### src/rtl/bus_arbiter_rr.sv
// N-way round-robin arbiter: registers the winning master's request onto one
// downstream port, tags it with o_id and aborts stalled transfers via a watchdog.
module bus_arbiter_rr #(
    parameter int N_MASTERS = 2,
    parameter int XLEN      = 32,
    parameter int TIMEOUT   = 256
) (
    input  logic                  i_clk,
    input  logic                  i_rst,
    input  logic [N_MASTERS-1:0]  i_bus_en,
    input  logic [N_MASTERS-1:0]  i_wr_en,
    input  logic [N_MASTERS*XLEN-1:0] i_wr_data,
    input  logic [N_MASTERS*XLEN-1:0] i_addr,
    input  logic [N_MASTERS*4-1:0]    i_byte_en,
    input  logic [N_MASTERS-1:0]  i_atomic,
    input  logic [N_MASTERS*7-1:0]    i_operation,
    output logic [N_MASTERS-1:0]  o_ack,
    output logic [XLEN-1:0]       o_rd_data,
    output logic                  o_timeout,
    input  logic                  i_ack,
    input  logic [XLEN-1:0]       i_rd_data,
    output logic [((N_MASTERS > 1) ? $clog2(N_MASTERS) : 1)-1:0] o_id,
    output logic                  o_bus_en,
    output logic                  o_wr_en,
    output logic [XLEN-1:0]       o_wr_data,
    output logic [XLEN-1:0]       o_addr,
    output logic [3:0]            o_byte_en,
    output logic                  o_atomic,
    output logic [6:0]            o_operation
);

    localparam int IDW = (N_MASTERS > 1) ? $clog2(N_MASTERS) : 1;
    localparam int WDW = (TIMEOUT > 0) ? $clog2(TIMEOUT + 1) : 1;
    localparam logic [WDW-1:0] WD_LAST =
        (TIMEOUT > 0) ? WDW'(TIMEOUT - 1) : '0;

    typedef enum logic {S_IDLE, S_BUSY} state_t;

    state_t r_state, w_state_nxt;

    logic [IDW-1:0]       r_ptr;
    logic [WDW-1:0]       r_wdog;
    logic [IDW-1:0]       r_id;
    logic                 r_bus_en;
    logic                 r_wr_en;
    logic [XLEN-1:0]      r_wr_data;
    logic [XLEN-1:0]      r_addr;
    logic [3:0]           r_byte_en;
    logic                 r_atomic;
    logic [6:0]           r_operation;

    logic [2*N_MASTERS-1:0] w_dbl;
    logic [N_MASTERS-1:0]   w_rot;
    logic [IDW-1:0]         w_off;
    logic [IDW:0]           w_sum;
    logic [IDW-1:0]         w_win;
    logic                   w_any;
    logic                   w_tmo;
    logic                   w_done;
    logic [N_MASTERS-1:0]   w_ack;

    // Rotate requests so bit 0 is the current highest-priority master.
    always_comb begin
        w_dbl = {i_bus_en, i_bus_en};
        w_rot = N_MASTERS'(w_dbl >> r_ptr);
        w_any = |w_rot;
        w_off = '0;
        for (int j = N_MASTERS - 1; j >= 0; j--) begin
            if (w_rot[j]) w_off = IDW'(j);
        end
        w_sum = {1'b0, r_ptr} + {1'b0, w_off};
        if (w_sum >= (IDW+1)'(N_MASTERS))
            w_sum = w_sum - (IDW+1)'(N_MASTERS);
        w_win = w_sum[IDW-1:0];
    end

    // Ack beats watchdog when both land in the same cycle.
    assign w_tmo  = (TIMEOUT != 0) && (r_state == S_BUSY) &&
                    !i_ack && (r_wdog == WD_LAST);
    assign w_done = (r_state == S_BUSY) && (i_ack || w_tmo);

    always_comb begin
        w_state_nxt = r_state;
        unique case (r_state)
            S_IDLE: if (w_any)  w_state_nxt = S_BUSY;
            S_BUSY: if (w_done) w_state_nxt = S_IDLE;
        endcase
    end

    always_comb begin
        w_ack = '0;
        if (w_done) w_ack[r_id] = 1'b1;
    end

    always_ff @(posedge i_clk or posedge i_rst) begin
        if (i_rst) r_state <= S_IDLE;
        else       r_state <= w_state_nxt;
    end

    always_ff @(posedge i_clk or posedge i_rst) begin
        if (i_rst) begin
            r_ptr       <= '0;
            r_wdog      <= '0;
            r_id        <= '0;
            r_bus_en    <= 1'b0;
            r_wr_en     <= 1'b0;
            r_wr_data   <= '0;
            r_addr      <= '0;
            r_byte_en   <= '0;
            r_atomic    <= 1'b0;
            r_operation <= '0;
        end else if (r_state == S_IDLE) begin
            if (w_any) begin
                r_id        <= w_win;
                r_bus_en    <= 1'b1;
                r_wr_en     <= i_wr_en[w_win];
                r_wr_data   <= i_wr_data[w_win*XLEN +: XLEN];
                r_addr      <= i_addr[w_win*XLEN +: XLEN];
                r_byte_en   <= i_byte_en[w_win*4 +: 4];
                r_atomic    <= i_atomic[w_win];
                r_operation <= i_operation[w_win*7 +: 7];
                r_wdog      <= '0;
            end
        end else if (w_done) begin
            r_ptr       <= (r_id == IDW'(N_MASTERS - 1)) ? '0 : r_id + 1'b1;
            r_wdog      <= '0;
            r_id        <= '0;
            r_bus_en    <= 1'b0;
            r_wr_en     <= 1'b0;
            r_wr_data   <= '0;
            r_addr      <= '0;
            r_byte_en   <= '0;
            r_atomic    <= 1'b0;
            r_operation <= '0;
        end else if (r_wdog != '1) begin
            r_wdog <= r_wdog + 1'b1;
        end
    end

    assign o_ack       = w_ack;
    assign o_rd_data   = ((r_state == S_BUSY) && i_ack) ? i_rd_data : '0;
    assign o_timeout   = w_tmo;
    assign o_id        = r_id;
    assign o_bus_en    = r_bus_en;
    assign o_wr_en     = r_wr_en;
    assign o_wr_data   = r_wr_data;
    assign o_addr      = r_addr;
    assign o_byte_en   = r_byte_en;
    assign o_atomic    = r_atomic;
    assign o_operation = r_operation;

endmodule
### config.mk
export PLATFORM = sky130hd
export DESIGN_NAME = bus_arbiter_rr
export DESIGN_NICKNAME = d
export VERILOG_FILES = /design/src/rtl/bus_arbiter_rr.sv
export SDC_FILE = /design/constraint.sdc
export NUM_CORES = 1
export LEC_CHECK = 0
export ABC_CLOCK_PERIOD_IN_PS = 3000
export BUFFER_PORTS_ARGS = -buffer_cell sky130_fd_sc_hd__buf_4
export CORE_UTILIZATION = 28
export CTS_CLUSTER_DIAMETER = 40
export DETAILED_ROUTE_END_ITERATION = 16
export PLACE_DENSITY = 0.66
export RECOVER_POWER = 100
export SLEW_MARGIN = 0
export SYNTH_ARGS = -nofsm -noshare
export SYNTH_HDL_FRONTEND = slang
export SYNTH_SLANG_ARGS = --single-unit
### constraint.sdc
create_clock -name i_clk -period 3 [get_ports i_clk]
set_clock_uncertainty 0.15 [all_clocks]
set_input_delay 0.15 -clock i_clk [delete_from_list [all_inputs] [get_ports i_clk]]
set_output_delay 0.15 -clock i_clk [all_outputs]
set_load 0.01 [all_outputs]
* After elaboration in Yosys (flattened, before gate mapping)
Cells that the tools add are included.
** Cells by class
- $add $sub $neg :: 4
- $mul :: 1
- Div/mod/pow operators :: 0
- Order comparisons :: 4
- Equality and inequality tests :: 4
- Shift-type cells :: 5
- Multiplexer cells :: 39
- Bitwise operators :: 1
- Reduce and logical (&&, ||, !) cells :: 12
** Operator list (count)
- 32-bit 2-to-1 mux :: 6
- 64-bit by 7-bit variable part select with 32-bit output :: 2
- 9-bit 2-to-1 mux :: 4
- 7-bit 2-to-1 mux :: 3
- 1-bit 2-to-1 mux :: 20
- 14-bit by 5-bit variable part select with 7-bit output :: 1
- 4-bit 2-to-1 mux :: 3
- 9-bit by 1-bit adder with 9-bit output (second input constant) :: 1
- 9-bit by 8-bit equality test with 1-bit output (second input constant) :: 1
- 9-bit inequality test (second input constant) :: 1
- 8-bit by 4-bit variable part select with 4-bit output :: 1
- 2-bit AND reduction :: 3
- 1-bit logical AND :: 5
- 1-bit by 2-bit < comparator with 1-bit output (second input constant) :: 2
- 1-bit by 3-bit multiplier with 4-bit output (second input constant) :: 1
- 4-bit by 1-bit >> shifter with 2-bit output :: 1
- 3-bit by 1-bit inequality test with 1-bit output (second input constant) :: 1
- 1-bit by 1-bit adder with 2-bit output :: 1
- 2-bit >= comparator (second input constant) :: 1
- 2-bit 2-to-1 mux :: 1
- 2-bit by 1-bit inequality test with 1-bit output (second input constant) :: 1
- 1-bit one-hot mux with 2 select lines :: 1
- 2-bit nonzero test :: 1
- 2-bit OR reduction :: 1
- other kinds (7) :: 7
** Word-level totals
- Register bits after elaboration :: 90
- Latch bits :: 0
- Bits in writable memories :: 0
- Memory bits (read-only) :: 0
- Input bits :: 191
- Output and inout port bits :: 114
- Word-level logic and storage cells :: 81
- Memories :: 0

* Depth between registers and ports, before layout
Gate-level depths: netlist of run 1.
- Depth in word-level cells :: 10
- Mapped depth :: 9
- Mapped depth without buffers :: 7

* Worst setup path before layout of run 1
OpenSTA, ideal clock, no wires.
- Kind :: flip-flop to flip-flop
- Start :: reg r_wdog[0]
- End :: reg r_wdog[7]
- Setup time :: 82 ps
- Arrival time :: 2020 ps
- Required time :: 2768 ps
- Slack :: 748 ps
- Stages on the path, launching flop included :: 9
- Path buffers :: 1
- Period minus slack after synthesis :: 2252 ps
- Cells stage by stage :: dfrtp_1 -> ha_1 -> nand3_1 -> nor2_1 -> ha_1 -> or3b_4 -> buf_6 -> o41a_1 -> a31oi_1
** Between the ends
- Word-level cells in the longest chain between the ends :: 6
- Elaborated cells between the ends (all ways) :: 11
- Those cells by class :: add/sub: 1; eq/ne: 3; mux: 3; reduce/logical: 4
** RTL lines
- start, declared :: RTL line 42 : logic [WDW-1:0] r_wdog;
- start signal, assigned :: RTL line 136 : r_wdog <= r_wdog + 1'b1;
- branches (longest 6 deep; another with 9-bit by 1-bit adder with 9-bit output)
Several ways; the timed one is not identified. The select of a mux whose other input is x is not followed.
A chain may end at the register's enable or synchronous reset.

* Worst setup path in the final report of run 1
- Start :: reg r_wdog[0]
- End :: reg r_byte_en[1] (netlist: o_byte_en[1])
** Between the ends
- Word-level cells in the longest chain between the ends :: 6
** RTL lines
- 9-bit by 8-bit equality test with 1-bit output :: RTL line 79 : !i_ack && (r_wdog == WD_LAST);
- 1-bit logical AND :: RTL line 79
- 1-bit logical OR :: RTL line 80 : assign w_done = (r_state == S_BUSY) && (i_ack || w_tmo);
- 1-bit logical AND :: RTL line 80
- 2-bit by 1-bit inequality test with 1-bit output (no source line)
- 2-bit AND reduction (no source line)
- end signal, assigned :: RTL line 119 : r_byte_en <= i_byte_en[w_win*4 +: 4];
- end, declared :: RTL line 48 : logic [3:0] r_byte_en;
Every way passes these cells.

==> flow_results.org, run 1 <==
** Floorplanning
- Measured along the x axis, the die boundary spans roughly 130 µm.
- The core region is 15300 µm².
- The initial utilization of the core area, before any placement, comes to 28.9%.
- After floorplanning, the core was divided into 45 placement rows.
- DIE AREA :: 16200 µm²
- Vertical die dimension :: 127 µm
- I/O pin total :: 305

** Global route
- Initial antenna violation count :: 1
- Remaining Overflow, GRT :: 0
- Global routing consumed, over all layers together, 23.1% of the routing resources.
- First-pass GRT wire length :: 28800 µm
- Via count of the first global-routing pass :: roughly 5500
- Largest net degree at the start of global routing :: 85

** Placed design
- Placement Setup Slack :: 0.265 ns
- Post-placement cell count :: 863
- Routability congestion estimate :: 0.807
- Summing all placed instances gives a cell area of 6850 µm².
- Total of buffers placed on input and output ports :: between 300 and 400
- Detailed-placement wirelength estimate :: 11500 µm

** Power and ir drop
- Power per Cell Area :: 450 nW/µm²
- In this run the static leakage power is 3.77 nW.
- The share of total power dissipated in the clock network is 30.3%.
- Fraction of power spent switching nets :: 29.5%
- Registers are responsible for roughly two fifths of the overall power.
- The share of total power dissipated in combinational logic is 29.3%.
- Largest voltage drop on the vdd net :: 0.232 mV
- Internal power of the cells :: 2.63 mW
- For this design the total switching power over the nets is roughly 1.1 mW.

** Worst setup path
- Across all register-to-register paths, the minimum setup slack is 0.18 ns.
- The worst setup path is captured at a flop.
- Bufs and invs on worst path :: 0
- Along the worst path, the maximum fanout reaches 84.
- On the worst path, the slowest cell contributes a delay of roughly 0.8 ns.
- Critical-path cell list :: ha_1, nand3_1, nor2_1, ha_1, or3b_4, a21boi_0, a221o_1
- Top cell family by delay on the critical path :: simple AND/OR/NAND/NOR gates
- Critical-path cell with the highest stage delay :: sky130_fd_sc_hd__or3b_4
- For the worst setup path, the data arrival time is 2.90 ns.
- Startpoint types :: flop
- Critical path type :: flop to flop
- Data on the critical path is required at its endpoint by ~3.1 ns.
- By instance count, the cell type seen most on the critical path is sky130_fd_sc_hd__ha_1.

** Detailed routing
- After detailed routing, the number of vias per cell comes to roughly 5.1.
- Routed wire length :: 19100 µm
- First DRT Iteration DRCs :: slightly above 300
- Count of nets left with antenna violations after detail routing :: 0
- DR pass1 iterations :: 5
- For this run, design rule violations remaining after detail routing come to 0.
- Across all layers, the routed design uses 5328 vias.
- WL/cell :: about 18 µm

** Finish
- Compared with the post-synthesis result, the final layout area differs by 88.2%.
- The post-route netlist has 26.2% of its cells at a drive strength greater than 1.
- Final cell count without fillers :: 1036
- The final layout contains 1014 nets.
- Layout Utilization :: ~54%
- After routing the design area is 8300 µm².

** Synthesis
- After synthesis, flip-flops and latches occupy 51.1% of the total area.
- Synthesis-stage register bit count :: 90
- Yosys attributes the largest share of cell area to sky130_fd_sc_hd__dfrtp_1, sky130_fd_sc_hd__a221o_1, sky130_fd_sc_hd__a21boi_0, sky130_fd_sc_hd__and3_1, sky130_fd_sc_hd__clkbuf_1.
- Synth unique cells :: 36
- Cell count after synthesis :: 386
- Summed over all instances, the cell type with the most area after synthesis is sky130_fd_sc_hd__dfrtp_1.
- In the post-synthesis netlist, the cell with the most instances is sky130_fd_sc_hd__dfrtp_1.
- Area share of the largest cell type after synthesis :: around half
- Summing every instance area after synthesis gives about 4400 µm².
- Among all flip-flop cells after synthesis, the most frequent one is sky130_fd_sc_hd__dfrtp_1.
- Number of flops mapped to enable cells by yosys :: 0
- Mean instance size in the synthesized netlist :: 11.4 µm²
- For this run, the number of Yosys warnings is 0.
- Share of async-settable or async-resettable flops after synthesis :: 100%
- Net count after synthesis :: 580
- Top cells by instance count after synthesis :: sky130_fd_sc_hd__dfrtp_1, sky130_fd_sc_hd__a21boi_0, sky130_fd_sc_hd__a221o_1, sky130_fd_sc_hd__clkbuf_1, sky130_fd_sc_hd__and3_1

** Timing
- Final worst path period need :: around 2.8 ns
- Setup repair after global routing missed its margin :: true
- The max-slew violation count came to 44.
- Once routing completed, OpenROAD measured the worst setup slack at about 0.18 ns.
- Worst slew pin tran :: 2.00 ns
- Portion of the clock cycle consumed by the worst path in the final layout :: 93.9%
- Timing would allow up to 355 MHz.
- Worst hold slack after final layout :: approximately 0.22 ns
- Setup violation total in the final timing report :: 0
- Number of endpoints with negative hold slack in the final report :: 0
- Headroom to the max-slew limit came out at -34.2%.

** Clocking
- Counting along the longest clock path gives a buffer depth of 2.
- Post-CTS Setup Repair Bufs :: 0
- Number of buffers added by the clock tree synthesis step :: 9
- The tree is rooted in a sky130_fd_sc_hd__clkbuf_16.
- Clock Pin Slew Worst Setup and Hold Paths :: 0.07 ns
- Clock net sink count :: 90
- Clock latency on the worst-skew pair :: between 0.3 and 0.4 ns
- In this run the number of H-tree levels came out at 3.
- TritonCTS clock tree :: done

** Run status
- Violations in the final reports :: capacitance limit, slew limit
- Status :: complete, but fails checks

** Min path
- In this run the worst hold path is classified as input port to flop.

** Flow run
- Max-cap violations :: 1
[worst min-delay path, cell delays in order]
cell	delay [ns]
sky130_fd_sc_hd__buf_4	0.26
sky130_fd_sc_hd__nor4b_1	0.14
sky130_fd_sc_hd__nand2_1	0.08
sky130_fd_sc_hd__nand2_1	0.05
[what timing repair did]
| action | in CTS | in global routing |
|---|---|---|
| hold buffers | 157 | 0 |
| resized for setup | 0 | 3 |
| hold endpoints to repair | 121 | 0 |
| setup endpoints to repair | 0 | 3 |
[power groups by stage]
stage                     sequential, mW  clock (mW)  combinational, mW
after floorplan                     1.58           0              0.395
after global placement              1.52           0               1.04
after detailed placement            1.52           0               1.06
after CTS                           1.51        1.16               1.23
after global routing                1.53        1.21               1.18
final                               1.51        1.13               1.09
[placed cells by master (no fill, tap or decap), types with 5 or more instances in the layout]
master,netlist,layout
sky130_fd_sc_hd__a21boi_0,77,74
sky130_fd_sc_hd__and3_1,32,32
sky130_fd_sc_hd__clkbuf_16,0,9
sky130_fd_sc_hd__o21ai_0,7,7
sky130_fd_sc_hd__inv_1,7,6
sky130_fd_sc_hd__nor2_1,5,5
sky130_fd_sc_hd__clkbuf_1,38,115
sky130_fd_sc_hd__a221o_1,77,77
sky130_fd_sc_hd__dfrtp_1,90,90
sky130_fd_sc_hd__dlygate4sd3_1,0,157
sky130_fd_sc_hd__buf_4,1,195
[sequential cells by signal, indices dropped and copies added, names as in the netlist]
register and flops:
o_addr 32, o_operation 7, o_wr_en 1, o_id 1
r_ptr 1, r_state 1, o_atomic 1, r_wdog 9
o_byte_en 4, o_bus_en 1, o_wr_data 32
[worst paths after layout]
check                           cells after the start      start            to
worst max register to register                      7  r_wdog[0]  o_byte_en[1]
max in group asynchronous                           4      i_rst  o_wr_data[3]
worst min register to register                      1  r_wdog[7]     r_wdog[7]
min in group asynchronous                           3      i_rst     o_addr[4]
worst max-delay path                                7  r_wdog[0]  o_byte_en[1]
worst min-delay path                                4      i_ack     r_wdog[1]
[per-layer routing]
metal | wire [µm] | global-route usage [%] | vias to the layer above
met2 | 9520 | 40.5 | 335
met3 | 1400 | 4.98 | 80
met1 | 7090 | 25.4 | 2513
li1 | - | - | 2400
met5 | 0 | 0 | -
met4 | 1050 | 14.7 | 0
[metrics by stage]
step	power (mW)	TNS, ns
finish	3.74	0
global placement	2.56	0
global route	3.91	-0.0130
detailed placement	2.58	0
CTS	3.89	0
floorplan	1.97	0
[area by class of cell]
type                       count  area (µm²)
multi-input combinational    244        1960
clock buffer                  11         243
tap                          211         264
timing repair buffer         468        3490
clock inverter                 4        52.6
sequential                    90        2250
inverter                       7        27.5
fill                        1343        6960
antenna                        1        2.50
[cell families after synthesis]
family                   after synthesis  synth area share, %
AO/OA/AOI/OAI                        176                 34.0
flip-flops                            90                 51.1
AND/OR/NAND/NOR                       62                 8.52
buffers and inverters                 52                 4.83
multiplexers                           3                0.681
adder cells (fa/ha/maj)                3                0.852
Power figures use the tool's default switching activity.
==> inputs of run 2 (changes only) <==
--- a/config.mk
+++ b/config.mk
@@ -5,12 +5,13 @@
 export SDC_FILE = /design/constraint.sdc
 export NUM_CORES = 1
 export LEC_CHECK = 0
+export ABC_AREA = 1
 export ABC_CLOCK_PERIOD_IN_PS = 3000
 export BUFFER_PORTS_ARGS = -buffer_cell sky130_fd_sc_hd__buf_4
 export CORE_UTILIZATION = 28
 export CTS_CLUSTER_DIAMETER = 40
 export DETAILED_ROUTE_END_ITERATION = 16
-export PLACE_DENSITY = 0.66
+export PLACE_DENSITY = 0.64
 export RECOVER_POWER = 100
 export SLEW_MARGIN = 0
 export SYNTH_ARGS = -nofsm -noshare
==> run 2 against run 1 <==
Compared with the run above: the run still ends with capacitance limit, slew limit left; combinational power rose by 110%; count of clock-buffer cells in the layout did not move; hold slack got worse by 0.22 ns; final cell count rose by 35%; via count rose by 17%; first-iteration DRC count fell by 24%; core utilization fell by 4.3 points; largest cell class unchanged; highest routed layer unchanged.
==> flow_results.org, run 2 <==
** Finish
- Cells with a size suffix above 1 make up 18.3% of the layout.
- Fill count :: 1742
- Leading cell types in the layout, fill and taps excluded :: sky130_fd_sc_hd__nand2_1, sky130_fd_sc_hd__buf_4, sky130_fd_sc_hd__dlygate4sd3_1
- Leaving out fill and tap cells, the most frequent cell in the layout is sky130_fd_sc_hd__nand2_1.
- The area growth from synthesis to layout is 74.4%.
- The number of antenna diodes in the final layout is 0.
- Net count reported at finish :: 1366

** Clocking
- Number of gates given a new drive strength after cts :: 0
- Clock latency on the worst-skew pair :: 0.33 ns
- Number of buffers added by the clock tree synthesis step :: 9
- Clock root buffer master :: sky130_fd_sc_hd__clkbuf_16
- Clock net sink count :: 90
- TritonCTS built the clock tree.
- Clock Pin Slew Worst Setup and Hold Paths :: 0.06 ns
- CTS H-tree depth :: 3
- No sink is reached through more buffers than the 2 on the longest clock path.

** Synthesis
- The Yosys step of the flow raised 0 warnings.
- Counting flops with a built-in enable in the synthesized netlist gives 0.
- The commonest cells after synthesis are sky130_fd_sc_hd__nand2_1, sky130_fd_sc_hd__dfrtp_1, sky130_fd_sc_hd__nand3_1, sky130_fd_sc_hd__inv_1, sky130_fd_sc_hd__nor2_1.
- Net count after synthesis :: 945
- Summed over its instances, the top area cell type makes up approximately 45% of the synthesized netlist area.
- The synthesized netlist contains 20 unique library cells.
- Largest area contributor in the synthesized netlist :: sky130_fd_sc_hd__dfrtp_1
- Synthesis-stage register bit count :: 90
- The mapped netlist covers 4970 µm².
- In the synthesized netlist the async set-or-reset flop fraction comes to 100%.
- Mean instance size in the synthesized netlist :: between 6 and 7 µm²
- Flip-flop cell with the highest count after synthesis :: sky130_fd_sc_hd__dfrtp_1
- Most numerous cell in the Yosys netlist :: sky130_fd_sc_hd__nand2_1
- Cell count after synthesis :: roughly 750
- Yosys attributes the largest share of cell area to sky130_fd_sc_hd__dfrtp_1, sky130_fd_sc_hd__nand2_1, sky130_fd_sc_hd__nand3_1, sky130_fd_sc_hd__inv_1, sky130_fd_sc_hd__nor2_1.
- After synthesis, flip-flops and latches occupy a little under half of the total area.

** Floorplanning
- Width of the die :: between 100 and 150 µm
- DIE AREA :: about 18000 µm²
- From bottom edge to top edge, the die measures roughly 140 µm.
- Starting density of the core :: 28.7%
- Standard-cell row count :: 48
- After floorplanning, the core was sized to cover 17300 µm².
- I/O pin total :: 305

** Global route
- The number of antenna violations at the first check in global routing was 0.
- GRT Total Usage :: 20.4%
- Largest net degree at the start of global routing :: 78
- The first global-routing pass estimated 29300 µm of wire.
- Remaining Overflow, GRT :: 0
- Via count of the first global-routing pass :: 6104

** Timing
- Sum of negative setup slack :: 0 ns
- Setup violations remaining at the end of the flow were counted as 0.
- Worst hold slack after final layout :: around 0.0037 ns
- Number of endpoints with negative hold slack in the final report :: 0
- Worst slew pin tran :: 1.88 ns
- In the finished design, the share of the clock period the worst path needs comes to about 86%.
- Setup repair after global routing missed its margin :: false
- The worst path in the final design needs a cycle of approximately 2.6 ns, including I/O delays and setup.
- Maximum clock frequency :: 387 MHz
- Rel. slew slack :: -25.5%
- The max-slew violation count was 46.

** Min path
- In this run the worst hold path is classified as input port to flop.
- Worst Hold Launch :: i_wr_data[33]

** Detailed routing
- Count of nets left with antenna violations after detail routing :: 0
- Total number of vias :: roughly 6200
- Before antenna repair, the detailed router went through 4 iterations.
- In the routed layout, each cell is associated on average with a via count of 4.45.
- First DRT Iteration DRCs :: 235
- The final layout contains routed wiring with a total length of 18400 µm.
- In the routed design, unresolved DRC markers number 0.
- WL/cell :: ~13 µm

** Worst setup path
- In this run the critical register-to-register path is launched from r_ptr.
- Type of destination of the critical path :: primary output
- Startpoint of the most critical setup path :: r_wdog[0]
- Startpoint types :: flop
- Maximum fanout along the worst path :: 5
- Critical path data arrival time :: 2.28 ns
- Critical path type :: flop to primary output
- Endpoint required time on the critical path :: roughly 2.7 ns

** Placed design
- Routability-driven placement finished with a final weighted congestion of 0.799.
- Total of buffers placed on input and output ports :: ~300
- Summed over all nets, the half-perimeter wirelength after detailed placement is 11800 µm.

** Power and ir drop
- Power, Total :: 5.15 mW
- Power per Cell Area :: between 500 and 600 nW/µm²
- Leakage power total :: 4.81 nW
- Largest voltage drop on the vdd net :: about 0.27 mV

** Flow run
- Max-cap violations :: 1

** Run status
- The final reports fail on capacitance limit, slew limit.
- The run finished, with violations left.
run 2: changes by cell type after synthesis, sizes merged, moves of 4 or more:
cell	before	now
nand3	4	83
and3	32	0
inv	7	53
nand2	4	417
nor2	5	43
clkbuf	38	18
a21o	4	0
a221o	77	0
buf	7	27
a21boi	77	0
run 2: kinds of logic (layout without fill, tap and decap cells):
| group | Yosys count | after routing | share of synthesized area [%] |
|---|---|---|---|
| and+or+nand+nor | 547 | 547 | 43.6 |
| DFF | 90 | 90 | 45.3 |
| adders and majority gates | 3 | 3 | 0.756 |
| AOI/OAI and AO/OA | 13 | 13 | 1.66 |
| buffers and inverters | 98 | 522 | 8.61 |
run 2: report_power, final:
group          internal [mW]  switching (mW)
clock                  0.636           0.456
sequential              1.55           0.192
combinational           1.00            1.31
run 2: layout make-up:
cell class / instances / area [µm²] / area share (%)
clock buffers: 11 / 233 / 2.69
clock inverters: 3 / 42.5 / 0.491
inverters: 53 / 199 / 2.30
multi-input cells: 563 / 2300 / 26.5
flip-flops and latches: 90 / 2250 / 26.0
well taps: 225 / 282 / 3.25
repair buffers: 455 / 3360 / 38.8
run 2: what timing repair did:
item,CTS,global route
buffers inserted,0,0
hold endpoints to repair,120,0
hold buffers,140,0
run 2: final timing paths:
check	endpoint	slack, ns	depth (start not counted)
min in group asynchronous	o_addr[12]	0.82	3
max in group asynchronous	o_wr_data[8]	0.78	3
hold / removal	o_wr_data[1]	0.004	5
setup reg to reg	o_wr_data[9]	0.43	9
setup / recovery	o_ack[1]	0.42	10
hold reg to reg	o_wr_data[25]	0.33	2
run 2: worst max-delay path, stage by stage (launching register included):
cell	delay, ns
sky130_fd_sc_hd__dfrtp_1	0.40
sky130_fd_sc_hd__ha_1	0.21
sky130_fd_sc_hd__nand2_1	0.08
sky130_fd_sc_hd__nor2_1	0.19
sky130_fd_sc_hd__nand2_1	0.10
sky130_fd_sc_hd__nor2_1	0.14
sky130_fd_sc_hd__ha_1	0.18
sky130_fd_sc_hd__o21ai_0	0.07
sky130_fd_sc_hd__clkbuf_1	0.16
sky130_fd_sc_hd__nor2_1	0.19
sky130_fd_sc_hd__clkbuf_1	0.21
run 2: layer usage:
layer  share of wire [%]  up-vias  routed length (µm)  track usage, %
met5                   0        -                   0               0
met4                 2.4        0                 445            8.11
met3                 6.4       35                1180            4.34
met2                  51      213                9300            37.0
met1                  41     2860                7440            23.2
li1                    -     3116                   -               -
run 2: through the flow:
stage          cell area [µm²]  cells  utilization, %  setup WS, ns
2_1_floorplan             4970    751               -         0.365
3_3_place_gp              7430   1246            42.9         0.713
3_5_place_dp              7430   1246            42.9         0.602
4_1_cts                   9100   1400            52.6         0.460
5_1_grt                   8660   1400            50.1         0.172
6_report                  8660   1400            50.1         0.417
==> inputs of run 3 (changes only) <==
--- a/config.mk
+++ b/config.mk
@@ -8,10 +8,11 @@
 export ABC_AREA = 1
 export ABC_CLOCK_PERIOD_IN_PS = 3000
 export BUFFER_PORTS_ARGS = -buffer_cell sky130_fd_sc_hd__buf_4
-export CORE_UTILIZATION = 28
+export CORE_AREA = 2 2 120 122
 export CTS_CLUSTER_DIAMETER = 40
 export DETAILED_ROUTE_END_ITERATION = 16
-export PLACE_DENSITY = 0.64
+export DIE_AREA = 0 0 122 124
+export PLACE_DENSITY = 0.77
 export RECOVER_POWER = 100
 export SLEW_MARGIN = 0
 export SYNTH_ARGS = -nofsm -noshare
==> run 3 against run 2 <==
Compared with the run above: core utilization rose by 13 points; routed wire length grew 3.3%; via count up 2.6%; critical path type is now flop to flop; final cell count shrank 3.4%; die area shrank 17%; total power grew 2.7%; largest power group unchanged; global-route usage up 3.6 points; non-clock buffer count decreased by 4; sequential power hardly changed; combinational power hardly changed; the run still ends with capacitance limit, slew limit left; first-iteration DRC count increased by 46%; largest cell class unchanged.
==> flow_results.org, run 3 (synthesis gave the netlist of run 2 again) <==
** Clocking
- The clock tree synthesis step divided the H-tree into 3 levels.
- TritonCTS clock tree :: done
- The clock passes through at most 2 buffers.
- Clock-pin slew was measured on the worst setup and hold paths at 0.07 ns.
- Number of buffers added by the clock tree synthesis step :: 9
- Clock net sink count :: 90
- After clock tree synthesis, the repair step resized 0 gates.
- Clock latency on the worst-skew pair :: 0.33 ns
- The tree is rooted in a sky130_fd_sc_hd__clkbuf_16.
- The number of setup buffers added after CTS is 0.

** Global route
- The via count of the first global-routing pass came to 6145.
- Largest net degree at the start of global routing :: between 70 and 80
- The number of antenna violations at the first check in global routing is 0.
- In the global route stage, overall resource usage came out at 24.0%.
- First-pass GRT wire length :: roughly 29000 µm
- Remaining Overflow, GRT :: 0

** Worst setup path
- STA puts the critical path data arrival time at 2.71 ns.
- Maximum fanout along the worst path :: a little under 80
- Startpoint types :: flop
- Critical path type :: flop to flop
- The worst setup path is captured at a flop.
- Endpoint required time on the critical path :: 3.12 ns
- The worst register-to-register path has a depth of 8.

** Detailed routing
- Wires add up to 19000 µm.
- Total number of vias :: 6384
- After detailed routing, the average wire length per cell comes to 14.0 µm.
- Remaining DRCs :: 0
- In this run, the number of DRC markers left after iteration 0 of detailed routing was around 340.
- In the routed layout, each cell is associated on average with a via count of roughly 4.7.
- Once detail routing completed, the nets flagged for antenna violations numbered 0.
- Before antenna repair, the detailed router went through 7 iterations.

** Floorplanning
- Vertical die dimension :: between 100 and 150 µm
- Core Area :: 13700 µm²
- Width of the die :: 122 µm
- around 310 I/O pins were placed.
- DIE AREA :: 15100 µm²
- The initial utilization of the core area, before any placement, comes to 36.2%.
- The floorplan has 43 rows.

** Power and ir drop
- Proportion of power drawn by combinational gates :: roughly 44%
- The share of total power dissipated in sequential elements is 33.0%.
- In this run, the clock network consumes 23.2% of the power.
- Leakage power total :: 4.81 nW
- Net switching is roughly 38% of the power.
- Power per Cell Area :: 613 nW/µm²
- VDD sags by at most between 0.3 and 0.4 mV.
- Net load switching power :: 2.00 mW
- The internal power of the cells totals 3.29 mW.

** Finish
- Most frequent standard cell in the layout excluding fill and tap cells :: sky130_fd_sc_hd__nand2_1
- Cells fill 62.9% of the core in the end.
- Cells with a size suffix above 1 make up a little under a fifth of the layout.
- Relative to the synthesized area, the layout overhead comes to 73.6%.
- The repair_antennas step left the layout with diodes totalling 0.
- Design area :: 8630 µm²
- After the last flow step, the layout net total stands at around 1400.
- Final cell count without fillers :: 1353
- Leading cell types in the layout, fill and taps excluded :: sky130_fd_sc_hd__nand2_1, sky130_fd_sc_hd__buf_4, sky130_fd_sc_hd__dlygate4sd3_1

** Timing
- Worst slew pin tran :: 1.91 ns
- Setup repair after global routing left no endpoint under its margin.
- Maximum clock frequency :: approximately 390 MHz
- Final worst path period need :: around 2.6 ns
- Number of endpoints with negative hold slack in the final report :: 0
- Adding up every negative setup slack in the final design gives 0 ns.
- Rel. slew slack :: -27.9%
- Worst hold slack after final layout :: 0.0152 ns
- Final-report max-slew violation count :: 41
- The worst path uses just under 90% of the clock period.
- Setup violations remaining at the end of the flow were counted as 0.

** Run status
- Status :: complete, but fails checks
- Violations in the final reports :: capacitance limit, slew limit

** Placed design
- Total of buffers placed on input and output ports :: 304
- Detailed placement finished with a half-perimeter wire length of 11100 µm.
- Once placement completed, the tool counted placed cells totaling 1199.
- Routability congestion estimate :: roughly 0.83
- After detailed placement, the total cell area comes to 7350 µm².

** Min path
- Class of the tightest hold or removal check :: input port to flop
- Cell depth of the worst min-delay path :: 5

** Flow run
- Max-cap violations :: 1
==> run 3: cell count changes in the layout (fill, tap and decap cells not counted), sizes merged <==
| cell | change |
|---|---|
| dlygate4sd3 | -2 |
| buf | -2 |
| bufinv | +1 |
| clkinvlp | +1 |
==> run 3: power groups by stage <==
stage / registers, mW / logic [mW] / clock network (mW)
4_1_cts: 1.74 / 2.55 / 1.26
3_3_place_gp: 1.76 / 2.15 / 0
2_1_floorplan: 1.90 / 0.994 / 0
3_5_place_dp: 1.75 / 2.17 / 0
6_report: 1.74 / 2.32 / 1.23
5_1_grt: 1.79 / 2.56 / 1.31
==> run 3: per-stage QoR <==
stage               power (mW)  worst slack (ns)
floorplan                 2.89             0.365
global placement          3.90             0.649
detailed placement        3.93             0.539
CTS                       5.56             0.493
global route              5.66             0.230
finish                    5.29             0.403
==> run 3: what timing repair did <==
action,CTS,global route
endpoints found under the setup margin,0,0
hold endpoints to repair,116,0
hold buffers,138,0
==> run 3: worst max-delay path, stage by stage (launching register included) <==
cell and delay [ns]:
sky130_fd_sc_hd__dfrtp_1 0.32, sky130_fd_sc_hd__inv_1 0.09, sky130_fd_sc_hd__o21ai_4 0.17, sky130_fd_sc_hd__clkbuf_4 0.68, sky130_fd_sc_hd__nand3_1 0.22, sky130_fd_sc_hd__nand2_1 0.13
sky130_fd_sc_hd__dlygate4sd3_1 0.55, sky130_fd_sc_hd__nand2_1 0.05, sky130_fd_sc_hd__nand2_1 0.08
==> run 3: final cells by class <==
type                    instances  area (µm²)
fillers                      1187        5090
repair buffers                451        3330
multi-input cells             563        2300
flip-flops and latches         90        2250
clock buffers                  11         243
well taps                     180         225
inverters                      53         200
clock inverters                 5        85.1
==> run 3: worst paths after layout <==
check	startpoint	to	slack, ns
min in group asynchronous	i_rst	o_addr[1]	0.70
max reg2reg	r_ptr	o_wr_data[21]	0.40
max	r_ptr	o_wr_data[21]	0.40
min	i_addr[61]	o_addr[29]	0.02
max in group asynchronous	i_rst	o_wr_data[26]	0.79
min reg2reg	o_wr_data[26]	o_wr_data[26]	0.33
==> run 3: metal layers <==
| layer | share of wire [%] | global-route usage [%] | wire length (µm) | vias to the layer above |
|---|---|---|---|---|
| li1 | - | - | - | 3119 |
| met1 | 39 | 27.7 | 7360 | 2884 |
| met4 | 3.1 | 9.91 | 583 | 0 |
| met2 | 49 | 42.3 | 9350 | 324 |
| met5 | 0 | 0 | 0 | - |
| met3 | 8.8 | 6.32 | 1670 | 57 |
